--- src/rtl/mccp_pkg.sv ---
// mccp_pkg: widths and arbiter FSM encodings shared across the multi-core coprocessor
package mccp_pkg;
    localparam int WIDTH       = 32;
    localparam int CORE_NUM    = 2;
    localparam int STATE_WIDTH = 2;
    typedef enum logic [STATE_WIDTH-1:0] {
        ST_IDLE    = 2'd0,
        ST_ISSUE   = 2'd1,
        ST_WAIT    = 2'd2,
        ST_RESPOND = 2'd3
    } state_t;
endpackage

--- src/rtl/mem_arbiter_rr_picker.sv ---
// rr_picker: combinational round-robin pick of the first set request at or above ptr_i, wrapping
//   req_i  request vector, one bit per requester
//   ptr_i  index with highest priority this round
//   idx_o  winning index (equals ptr_i when nothing requests)
//   any_o  at least one request is set
module rr_picker #(
    parameter int CORE_NUM = mccp_pkg::CORE_NUM
) (
    input  logic [(1<<CORE_NUM)-1:0] req_i,
    input  logic [CORE_NUM-1:0]      ptr_i,
    output logic [CORE_NUM-1:0]      idx_o,
    output logic                     any_o
);
    localparam int N = 1 << CORE_NUM;
    // Scan from farthest to nearest so the nearest requester above ptr_i is the last write.
    always_comb begin
        idx_o = ptr_i;
        for (int k = N - 1; k >= 0; k--)
            if (req_i[ptr_i + CORE_NUM'(k)]) idx_o = ptr_i + CORE_NUM'(k);
    end
    assign any_o = |req_i;
endmodule

--- src/rtl/mem_arbiter.sv ---
// mem_arbiter: round-robin arbiter sharing one fixed-latency data-RAM port among all cores
//   core_request/core_wren/core_address/core_writedata  per-core request side, WIDTH-packed
//   core_response  one-cycle completion pulse to the served core
//   core_readdata  last read data, broadcast to all cores
//   mem_address/mem_writedata/mem_wren/mem_readdata  RAM side
//   grant_valid/grant_id  transaction in flight and the core being served
module mem_arbiter #(
    parameter int WIDTH        = mccp_pkg::WIDTH,
    parameter int CORE_NUM     = mccp_pkg::CORE_NUM,
    parameter int READ_LATENCY = 2
) (
    input  logic                             clk,
    input  logic                             reset,
    input  logic [(1<<CORE_NUM)-1:0]         core_request,
    input  logic [(1<<CORE_NUM)-1:0]         core_wren,
    input  logic [(1<<CORE_NUM)*WIDTH-1:0]   core_address,
    input  logic [(1<<CORE_NUM)*WIDTH-1:0]   core_writedata,
    output logic [(1<<CORE_NUM)-1:0]         core_response,
    output logic [WIDTH-1:0]                 core_readdata,
    output logic [WIDTH-1:0]                 mem_address,
    output logic [WIDTH-1:0]                 mem_writedata,
    output logic                             mem_wren,
    input  logic [WIDTH-1:0]                 mem_readdata,
    output logic                             grant_valid,
    output logic [CORE_NUM-1:0]              grant_id
);
    import mccp_pkg::*;
    localparam int N  = 1 << CORE_NUM;
    localparam int CW = $clog2(READ_LATENCY + 1);
    state_t              state_q;
    logic [CORE_NUM-1:0] rr_q, gid_q, win;
    logic [CW-1:0]       cnt_q;
    logic [WIDTH-1:0]    addr_q, wdata_q, rdata_q;
    logic [N-1:0]        resp_q;
    logic                wr_q, wren_q, gv_q, any;
    rr_picker #(.CORE_NUM(CORE_NUM)) u_pick (
        .req_i(core_request),
        .ptr_i(rr_q),
        .idx_o(win),
        .any_o(any)
    );
    // mem_wren and core_response are pulses: cleared every cycle unless the FSM re-asserts them.
    always_ff @(posedge clk) begin
        if (reset) begin
            state_q <= ST_IDLE;
            rr_q    <= '0;
            gid_q   <= '0;
            cnt_q   <= '0;
            addr_q  <= '0;
            wdata_q <= '0;
            rdata_q <= '0;
            resp_q  <= '0;
            wr_q    <= 1'b0;
            wren_q  <= 1'b0;
            gv_q    <= 1'b0;
        end else begin
            wren_q <= 1'b0;
            resp_q <= '0;
            case (state_q)
                ST_IDLE: if (any) begin
                    addr_q  <= core_address[int'(win)*WIDTH +: WIDTH];
                    wdata_q <= core_writedata[int'(win)*WIDTH +: WIDTH];
                    wr_q    <= core_wren[win];
                    wren_q  <= core_wren[win];
                    gid_q   <= win;
                    gv_q    <= 1'b1;
                    state_q <= ST_ISSUE;
                end
                ST_ISSUE: if (wr_q) begin
                    resp_q[gid_q] <= 1'b1;
                    state_q       <= ST_RESPOND;
                end else begin
                    cnt_q   <= CW'(1);
                    state_q <= ST_WAIT;
                end
                ST_WAIT: if (cnt_q == CW'(READ_LATENCY)) begin
                    rdata_q       <= mem_readdata;
                    resp_q[gid_q] <= 1'b1;
                    state_q       <= ST_RESPOND;
                end else cnt_q <= cnt_q + 1'b1;
                ST_RESPOND: begin
                    rr_q    <= gid_q + 1'b1;
                    gv_q    <= 1'b0;
                    state_q <= ST_IDLE;
                end
                default: state_q <= ST_IDLE;
            endcase
        end
    end
    assign core_response = resp_q;
    assign core_readdata = rdata_q;
    assign mem_address   = addr_q;
    assign mem_writedata = wdata_q;
    assign mem_wren      = wren_q;
    assign grant_valid   = gv_q;
    assign grant_id      = gid_q;
endmodule

--- config.mk ---
export PLATFORM = sky130hd
export DESIGN_NAME = mem_arbiter
export DESIGN_NICKNAME = d
export VERILOG_FILES = /design/src/rtl/mccp_pkg.sv /design/src/rtl/mem_arbiter_rr_picker.sv /design/src/rtl/mem_arbiter.sv
export SDC_FILE = /design/constraint.sdc
export NUM_CORES = 1
export LEC_CHECK = 0
export CAP_MARGIN = 20
export CELL_PAD_IN_SITES_DETAIL_PLACEMENT = 1
export CELL_PAD_IN_SITES_GLOBAL_PLACEMENT = 1
export CORE_AREA = 3 3 155 157
export CTS_CLUSTER_SIZE = 16
export DETAILED_ROUTE_END_ITERATION = 7
export DIE_AREA = 0 0 158 160
export PLACE_DENSITY_LB_ADDON = 0.25
export REMOVE_ABC_BUFFERS = 1
export SLEW_MARGIN = 5
export SYNTH_ARGS = -nofsm -noshare
export SYNTH_HDL_FRONTEND = slang
export SYNTH_SLANG_ARGS = --single-unit
--- constraint.sdc ---
create_clock -name clk -period 4.3 [get_ports clk]
set_input_delay 0.645 -clock clk [delete_from_list [all_inputs] [get_ports clk]]
set_output_delay 0.645 -clock clk [all_outputs]
set_load 0.03 [all_outputs]
## Yosys cells after proc, flatten, opt, wreduce, memory -nomap -nowiden

Index checks and enable logic that the tools add are counted.
Widths: inputs -> output; s select.

| storage, ports and cells | value |
|---|---|
| bits in registers | 111 |
| input port bits | 298 |
| output and inout bits | 104 |
| logic and storage cells | 74 |

| cells by class | value |
|---|---|
| $add $sub $neg | 5 |
| magnitude comparators | 7 |
| equal/unequal tests | 8 |
| shifts and indexed selects | 2 |
| mux-type cells | 28 |
| bitwise logic cells | 2 |
| reduce and logical (&&, ||, !) cells | 11 |

Operators by type and width:

| kind | number |
|---|---|
| $shiftx 128x8->32 | 2 |
| $lt 2x3->1 const B | 6 |
| $mux 2 | 8 |
| $bmux 1 s2 | 5 |
| $mux 1 | 8 |
| $mux 4 | 2 |
| $ne 2x2->1 const B | 4 |
| $pmux 2 s4 | 1 |
| $pmux 4 s2 | 1 |
| $reduce_and 2->1 | 4 |
| $add 2x1->2 const B | 3 |
| $eq 2x2->1 const B | 3 |
| $add 2x2->2 const B | 2 |
| $pmux 2 s2 | 1 |
| $reduce_bool 2->1 | 2 |
| $reduce_or 4->1 | 1 |
| $reduce_and 3->1 | 1 |
| $reduce_or 3->1 | 1 |
| $demux 1 s2 | 1 |
| $eq 2x1->1 const B | 1 |
| $ge 2x1->1 const B | 1 |
| $logic_not 2->1 | 1 |
| $not 1->1 | 2 |
| $pmux 1 s2 | 1 |
| $logic_and 1x1->1 | 1 |

## Depth between registers and ports, before layout

Gate-level depths: netlist of run 1.

| depth | value |
|---|---|
| depth after elaboration | 9 |
| depth in mapped cells | 8 |
| depth with buffers taken out | 7 |

## Hierarchy

Synthesis of run 1 repeated with hierarchy kept, for this count alone.

| unflattened totals | value |
|---|---|
| cells, all modules | 596 |
| area, all modules | 5660.4 um^2 |

By module, submodules not included:

| module | instances | cells an instance | area an instance (um^2) | sequential area each (um^2) |
|---|---|---|---|---|
| mem_arbiter | 1 | 580 | 5560.3 | 2222.1 |
| rr_picker | 1 | 16 | 100.1 | 0.0 |

## Worst setup path after synthesis of run 1

Ideal clock, no wire load.

| timing path | value |
|---|---|
| path kind | input to register |
| start point | input core_request[3] |
| end point | register addr_q[0], in the netlist mem_address[0] |
| setup time | 0.129 ns |
| arrival | 1.874 ns |
| required time | 4.171 ns |
| setup slack | 2.297 ns |
| stages | 7 |
| path buffers | 2 |
| cells stage by stage | nor4_2 > nand2b_1 > nor2_1 > nand2_1 > buf_2 > buf_2 > o211ai_1 |

| between the ends | value |
|---|---|
| longest elaborated chain between the ends | 7 |
| elaborated cells on any way between the ends | 15 |
| classes of those cells | shift (1); mux (12); reduce/logical (2) |

Ends and longest elaborated chain:

| item | line | text |
|---|---|---|
| from (decl) | mem_arbiter.sv:14 | `input logic [(1<<CORE_NUM)-1:0] core_request,` |
| $bmux 1 s2 | mem_arbiter_rr_picker.sv:19 | `if (req_i[ptr_i + CORE_NUM'(k)]) idx_o = ptr_i + CORE_NUM'(k);` |
| $mux 1 (not written as such) | mem_arbiter_rr_picker.sv:19 |  |
| $mux 2 (4 in series) | mem_arbiter_rr_picker.sv:19 |  |
| $shiftx 128x8->32 | mem_arbiter.sv:61 | `addr_q <= core_address[int'(win)*WIDTH +: WIDTH];` |
| to (signal assigned) | mem_arbiter.sv:61 |  |
| to (decl) | mem_arbiter.sv:33 | `logic [WIDTH-1:0] addr_q, wdata_q, rdata_q;` |

Several ways; a longest one is shown, not always the timed one. The select of a mux whose other input is x is not followed.
A chain may end at the register's enable or synchronous reset.

## Final worst setup path of run 1

| timing path | value |
|---|---|
| start point | input core_request[3] |
| end point | register wdata_q[19], in the netlist mem_writedata[19] |

| between the ends | value |
|---|---|
| longest elaborated chain between the ends | 7 |
| elaborated cells on any way between the ends | 15 |
| classes of those cells | shift (1); mux (12); reduce/logical (2) |

Ends and longest elaborated chain:

| item | line | text |
|---|---|---|
| $bmux 1 s2 | mem_arbiter_rr_picker.sv:19 |  |
| $mux 1 (not written as such) | mem_arbiter_rr_picker.sv:19 |  |
| $mux 2 (4 in series) | mem_arbiter_rr_picker.sv:19 |  |
| $shiftx 128x8->32 | mem_arbiter.sv:62 | `wdata_q <= core_writedata[int'(win)*WIDTH +: WIDTH];` |
| to (signal assigned) | mem_arbiter.sv:62 |  |
| to (decl) | mem_arbiter.sv:33 |  |

Several ways; a longest one is shown, not always the timed one. The select of a mux whose other input is x is not followed.

==> impl_results.md, run 1 <==
- Outcome: finished, final reports clean
- Final Cycle Share: between 60% and 70%
- CP max-delay cell: clkdlybuf4s50_1
- CTS buffer count: 9
- Core footprint: about 23000 µm²
- CP bufs+invs: 2
- Number of DRC markers in iteration 0: around 310
- Post-layout minimum cycle time: roughly 2.7 ns
- Psw: about 1.7 mW
- Met3 Use GR: ~6.3%
- Starting density of the core: a little over a quarter
- Ports: around 400
- Fin. max-slew vios: 0
- CP top delay family: buffers and inverters
- Most used routing layer: met2
- ANT nets after route: 0
- Most common cell after layout, fill and taps aside: clkdlybuf4s50_1
- CP required: about 4.5 ns
- DRT Pass-1 Iters: 6
- Flop pwr share: roughly 33%
- Clock tree buffer depth: 2
- Endpoints failing setup: 0
- # hold bufs at CTS: 0
- Worst-path clk slew: approximately 0.080 ns
- Vias in the first global route: 7219
- Fraction of layout cells with a size suffix above 1: under 10%
- Setup Skew: 0.009667 ns
- Layout net count: 1404
- CP startpoint kind: primary input
- Chip Height: between 150 and 200 µm
- Resized cells post-CTS: 0
- Postcts setup bufs: 0
- Setup slack, reg-to-reg: ~2.1 ns
- LEAKAGE: a little under 4 nW
- Grt met2 use: 38.53%
- Dpl hpwl: around 22000 µm
- Worst path cell trace: clkdlybuf4s50_1 > and3b_1 > nor4_4 > buf_12 > nor3b_1 > o21ai_0 > o211ai_1
- Crit end category: register
- Final count of hold timing violations: 0
- Clock insertion delay at the later pin of the skew report: 0.36 ns
- Area growth syn-to-layout: 73.31%
- Finished Core Util: 47.08%
- Pin count of the biggest net entering global routing: 130
- Total power: about 4.3 mW
- Global-route wire length before repair: around 44000 µm
- Clock network power share: 19.6%
- Logic pwr share: 47.6%
- RSZ-0062 raised after global routing: false
- I/O Buffers: 401
- Distinct cell type count after synthesis: 35
- Post-Syn Area: between 6000 and 7000 µm²
- Number of cell rows: 55
- Routed length per instance: roughly 21 µm
- Commonest non-fill, non-tap cells in the layout: clkdlybuf4s50_1, nand2_1, dfxtp_1, mux2i_1
- YS warnings: 0
- GPL Wtd Cong: between 0.7 and 0.8
- Routed WL: 29500 µm
- Width of the die: between 150 and 200 µm
- Crit path max fanout: around 130
- GRT overflow: 0
- Internal power: between 2 and 3 mW
- Pwr Density: 403.1 nW/µm²
- Number of clock sinks: 111
- Antenna violations before repair: 6
- Switching part of the total: 39.53%
- VDD IR-drop max: around 0.28 mV
- Via Count: between 6k and 7k
- Synth Register Bits: between 100 and 150
- Die area: between 20000 and 30000 µm²
- Met1 Track Usage GR: between 20% and 30%
- Worst Setup Path Type: in -> reg
- Slowest stage delay, CP: about 0.61 ns
- Max Clock Freq: 0.3694 GHz
- GRT Overall Usage: 22.35%
- Syn avg cell area: 8.290 µm²
- Max Cap Viol: 0
- HP Class: reg -> reg
- Post-synthesis sequential area ratio: a little over a third
- CTS tree: built
- H-tree depth: 3
- Mapped Cells: roughly 740
- Root Driver: clkbuf_16
- DRC: 0
- Rel. slew slack: 39.72%
- Arrival time worst endpoint: 2.92 ns
- Actual slew at the worst max-slew pin: roughly 0.9 ns
- Vias per inst: roughly 5.0
-- power groups by stage --
| stage | sequential (mW) | combinational, mW | clock [mW] |
|---|---|---|---|
| floorplan | 1.86 | 0.623 | 0 |
| global placement | 1.42 | 2.04 | 0 |
| CTS | 1.41 | 2.07 | 0.874 |
| finish | 1.41 | 2.05 | 0.844 |
| global route | 1.44 | 2.18 | 0.915 |
| detailed placement | 1.43 | 2.07 | 0 |
-- metrics by stage --
stage / setup TNS, ns / setup slack (ns) / hold WS, ns / std cells / instance area (µm²)
floorplan: -303.32 / -4.750 / 0.4551 / 675 / 5852
global placement: 0 / 1.408 / 0.4407 / 1370 / 10360
detailed placement: 0 / 1.321 / 0.4481 / 1370 / 10360
CTS: 0 / 1.692 / 0.4567 / 1386 / 10640
global route: 0 / 1.410 / 0.4835 / 1391 / 10660
finish: 0 / 1.593 / 0.4549 / 1393 / 10660
-- layer usage --
| layer | wire, µm | vias up |
|---|---|---|
| met3 | 2331 | 44 |
| met5 | 12 | - |
| met2 | 14390 | 251 |
| met4 | 866 | 2 |
| li1 | - | 3357 |
| met1 | 11900 | 3265 |
-- registers in the layout, indices dropped and copies added (netlist names) --
| register | cells |
|---|---|
| core_readdata | 32 |
| mem_address | 32 |
| mem_writedata | 32 |
| core_response | 4 |
| cnt_q | 2 |
| grant_id | 2 |
| rr_q | 2 |
| state_q | 2 |
| grant_valid | 1 |
| mem_wren | 1 |
| wr_q | 1 |
-- synthesized netlist by cell type --
master	instances	area, µm²
nand2b_1	3	18.77
nand2_1	139	521.8
dfxtp_1	111	2222
o21a_1	65	488.0
clkbuf_1	34	127.6
o221ai_1	1	8.760
nor2b_1	5	31.28
mux2i_1	68	680.7
and2b_1	1	7.510
and3b_1	2	17.52
o21ai_0	58	290.3
a211o_1	1	8.760
nor3_1	1	5.000
a211oi_1	1	7.510
o211ai_1	64	480.5
nor3b_1	64	480.5
inv_1	5	18.77
a21oi_1	38	190.2
ha_1	10	125.1
and2_1	5	31.28
mux2_2	1	11.26
nor4_2	1	12.51
o21ai_1	11	55.05
buf_4	5	37.54
nor4_4	1	21.27
o22ai_1	1	6.260
nor2_1	12	45.04
and3_1	1	6.260
buf_2	23	115.1
a22oi_1	1	7.510
buf_1	5	18.77
o21bai_1	1	7.510
a311oi_4	1	26.28
and4b_1	1	10.01
a221oi_1	1	8.760
-- worst min-delay path: cells and delay by family (launching register included) --
family	cells	cell delay (ns)
and+or+nand+nor	1	0.05
AOI/OAI and AO/OA	1	0.05
DFF	1	0.31
-- logic make-up (layout without fill, tap and decap cells) --
group           after synthesis  after routing  synth area share [%]
compound gates              244            244                 25.77
simple gates                236            236                 19.65
flops                       111            111                 36.13
buf+inv                      72            431                 5.167
mux                          69             69                 11.25
fa+ha+maj                    10             10                 2.034
other cells                   0              7                     0
-- final timing paths --
check | end | cells past startpoint | startpoint
min reg2reg | core_readdata[5]$_SDFFE_PP0P_ | 2 | core_readdata[5]$_SDFFE_PP0P_
max reg2reg | mem_writedata[19]$_SDFFE_PP0N_ | 6 | rr_q[0]$_SDFFE_PP0P_
min | core_readdata[5]$_SDFFE_PP0P_ | 2 | core_readdata[5]$_SDFFE_PP0P_
max | mem_writedata[19]$_SDFFE_PP0N_ | 7 | core_request[3]
-- area by class of cell --
type	count	area, µm²
inverter	5	18.77
tap	285	356.6
clock buffer	10	239.0
fill	2633	11980
clock inverter	6	43.79
antenna	7	17.52
timing repair buffer	410	4126
sequential	111	2222
multi-input combinational	559	3636
Power figures use the tool's default switching activity.
==> run 2, diff against run 1 <==
- CORE_AREA: 3 3 155 157 -> 3 3 161 163
- DIE_AREA: 0 0 158 160 -> 0 0 164 166
- clock period: 4.3 -> 2.5 ns (I/O delays scaled with it)
==> impl_results.md, run 2 (same netlist as run 1, synthesis figures left out) <==
- Core footprint: 24460 µm² (+8.0%)
- CP startpoint kind: primary input
- Commonest non-fill, non-tap cells in the layout: clkdlybuf4s50_1, nand2_1, dfxtp_1, mux2i_1
- Post-layout minimum cycle time: approximately 2.1 ns
- Worst-path clk slew: 0.08 ns (about the same)
- DRC: 0 (unchanged)
- Area growth syn-to-layout: 79.78%
- Clock insertion delay at the later pin of the skew report: 0.35 ns (about the same)
- Postcts setup bufs: 0 (unchanged)
- Ports: 402 (unchanged)
- Fin cells: 1456 (+4.5%)
- Worst Setup Path Type: in -> reg
- CTS tree: built
- Total negative slack: 0 ns (unchanged)
- CTS buffer count: 9 (unchanged)
- Internal power: 4.766 mW (+83%)
- DRT Pass-1 Iters: 4 (-2)
- Fraction of layout cells with a size suffix above 1: 5.487% (+2.4 points)
- Placed Cells: 1438 (+5.0%)
- HP Class: reg -> reg
- CP required: 2.74 ns (-1.78 ns)
- Width of the die: 164 µm (+3.8%)
- Logic pwr share: 47.1% (-0.5 points)
- GRT overflow: 0 (unchanged)
- CP bufs+invs: 4 (+2)
- Routed length per instance: 20.53 µm (-3.1%)
- Pwr Density: 702.0 nW/µm² (+74%)
- Crit end category: register
- Final Cycle Share: approximately 84%
- Psw: 2.997 mW (+76%)
- Crit path top cell by count: buf_12
- Number of clock sinks: 111 (unchanged)
- Flop pwr share: 31.3% (-1.4 points)
- Root Driver: clkbuf_16
- Die area: 27220 µm² (+7.7%)
- Endpoints failing setup: 0 (unchanged)
- Routed WL: 29900 µm (+1.3%)
- Switching part of the total: 38.61% (-0.92 points)
- Clock network power share: 21.6% (+2.0 points)
- Layout net count: 1433 (+2.1%)
- Via Count: 6978 (+0.85%)
- Max Clock Freq: between 0.4 and 0.5 GHz
- CP top delay family: buffers and inverters
- I/O Buffers: 401 (unchanged)
- Vias per inst: 4.793 (-3.5%)
- Number of DRC markers in iteration 0: 223 (-28%)
- Outcome: finished, final reports clean
- Most common cell after layout, fill and taps aside: clkdlybuf4s50_1
- CP max-delay cell: clkdlybuf4s50_1
- Crit path max fanout: 21 (-84%)
- Fin. max-slew vios: 0 (unchanged)
- Starting density of the core: 25.14% (-2.0 points)
- VDD IR-drop max: 0.3850 mV (+39%)
- LEAKAGE: 4.169 nW (+4.9%)
- RSZ-0062 raised after global routing: false
- H-tree depth: 3 (unchanged)
- Max Cap Viol: 0 (unchanged)
- Worst path cell trace: clkdlybuf4s50_1 > and2b_1 > nor4_4 > buf_12 > nor2_4 > buf_12 > buf_4 > mux2i_1 > o211ai_1
- Number of cell rows: 57 (+3.6%)
- Rel. slew slack: 68.63% (+29 points)
- Chip Height: 166 µm (+3.8%)
- Pin count of the biggest net entering global routing: 58 (-55%)
- # hold bufs at CTS: 0 (unchanged)
- Placed cell area: 10730 µm² (+3.5%)
- ANT nets after route: 0 (unchanged)
- Dpl hpwl: 23310 µm (+7.9%)
- Global-route wire length before repair: 43990 µm (+0.28%)
- Slowest stage delay, CP: 0.48 ns (-0.13 ns)
- GPL Wtd Cong: 0.7924 (about the same)
- GRT Overall Usage: 20.88% (-1.5 points)
- Arrival time worst endpoint: 2.33 ns (-0.59 ns)
- Final count of hold timing violations: 0 (unchanged)
- Clock tree buffer depth: 2 (unchanged)
- Final Cell Area: 11060 µm² (+3.7%)
- Setup Skew: 0.009234 ns (-0.0004326 ns)
- Antenna violations before repair: 3 (-3)
- Resized cells post-CTS: 0 (unchanged)
- Vias in the first global route: 7310 (+1.3%)
- Actual slew at the worst max-slew pin: 0.4705 ns (-0.4337 ns)
run 2: cell count changes in the layout (fill, tap and decap cells not counted), sizes merged:
cell / delta
inv: +3
bufinv: +2
diode: -5
clkinvlp: -1
clkinv: -4
buf: +29
run 2: cell type report:
| cell class | instances | area, µm² |
|---|---|---|
| multi-input combinational | 559 | 3636 |
| clock inverter | 6 | 97.59 |
| antenna | 2 | 5.005 |
| timing repair buffer | 439 | 4444 |
| clock buffer | 10 | 229.0 |
| fill | 2865 | 13400 |
| tap | 324 | 405.4 |
| sequential | 111 | 2222 |
| inverter | 5 | 18.77 |
run 2: power by group through the flow:
stage | combinational [mW] | clock, mW | sequential (mW)
after detailed placement | 3.70 | 0 | 2.47
final | 3.65 | 1.68 | 2.43
after CTS | 3.71 | 1.74 | 2.43
after global routing | 3.88 | 1.80 | 2.48
after global placement | 3.64 | 0 | 2.45
after floorplan | 1.07 | 0 | 3.20
run 2: worst paths after layout:
| path | endpoint | depth (start not counted) | start | slack [ns] |
|---|---|---|---|---|
| max reg2reg | mem_writedata[8]$_SDFFE_PP0N_ | 8 | rr_q[0]$_SDFFE_PP0P_ | 0.51 |
| min | core_readdata[19]$_SDFFE_PP0P_ | 2 | core_readdata[19]$_SDFFE_PP0P_ | 0.46 |
| max | mem_writedata[8]$_SDFFE_PP0N_ | 9 | core_request[0] | 0.41 |
| min reg2reg | core_readdata[19]$_SDFFE_PP0P_ | 2 | core_readdata[19]$_SDFFE_PP0P_ | 0.46 |
run 2: through the flow:
stage	setup WS, ns	utilization [%]	hold slack (ns)	power [mW]
finish	0.4053	45.20	0.4557	7.763
global route	0.2545	45.19	0.4783	8.157
CTS	0.4062	45.18	0.4594	7.884
detailed placement	0.04220	43.85	0.4488	6.171
global placement	0.08549	43.85	0.4412	6.098
floorplan	-6.280	-	0.4441	4.274
run 2: layer usage:
layer,vias up,wire length (µm),GRT usage [%]
li1,3409,-,-
met1,3292,11160,22.37
met2,242,15360,38.43
met3,31,2797,7.982
met4,4,549,4.744
met5,-,30,0
run 2: worst min-delay path: cells and delay by family, from the launching register on:
kind             cells  cell delay, ns
flip-flops           1            0.31
AND/OR/NAND/NOR      1            0.05
AO/OA/AOI/OAI        1            0.05
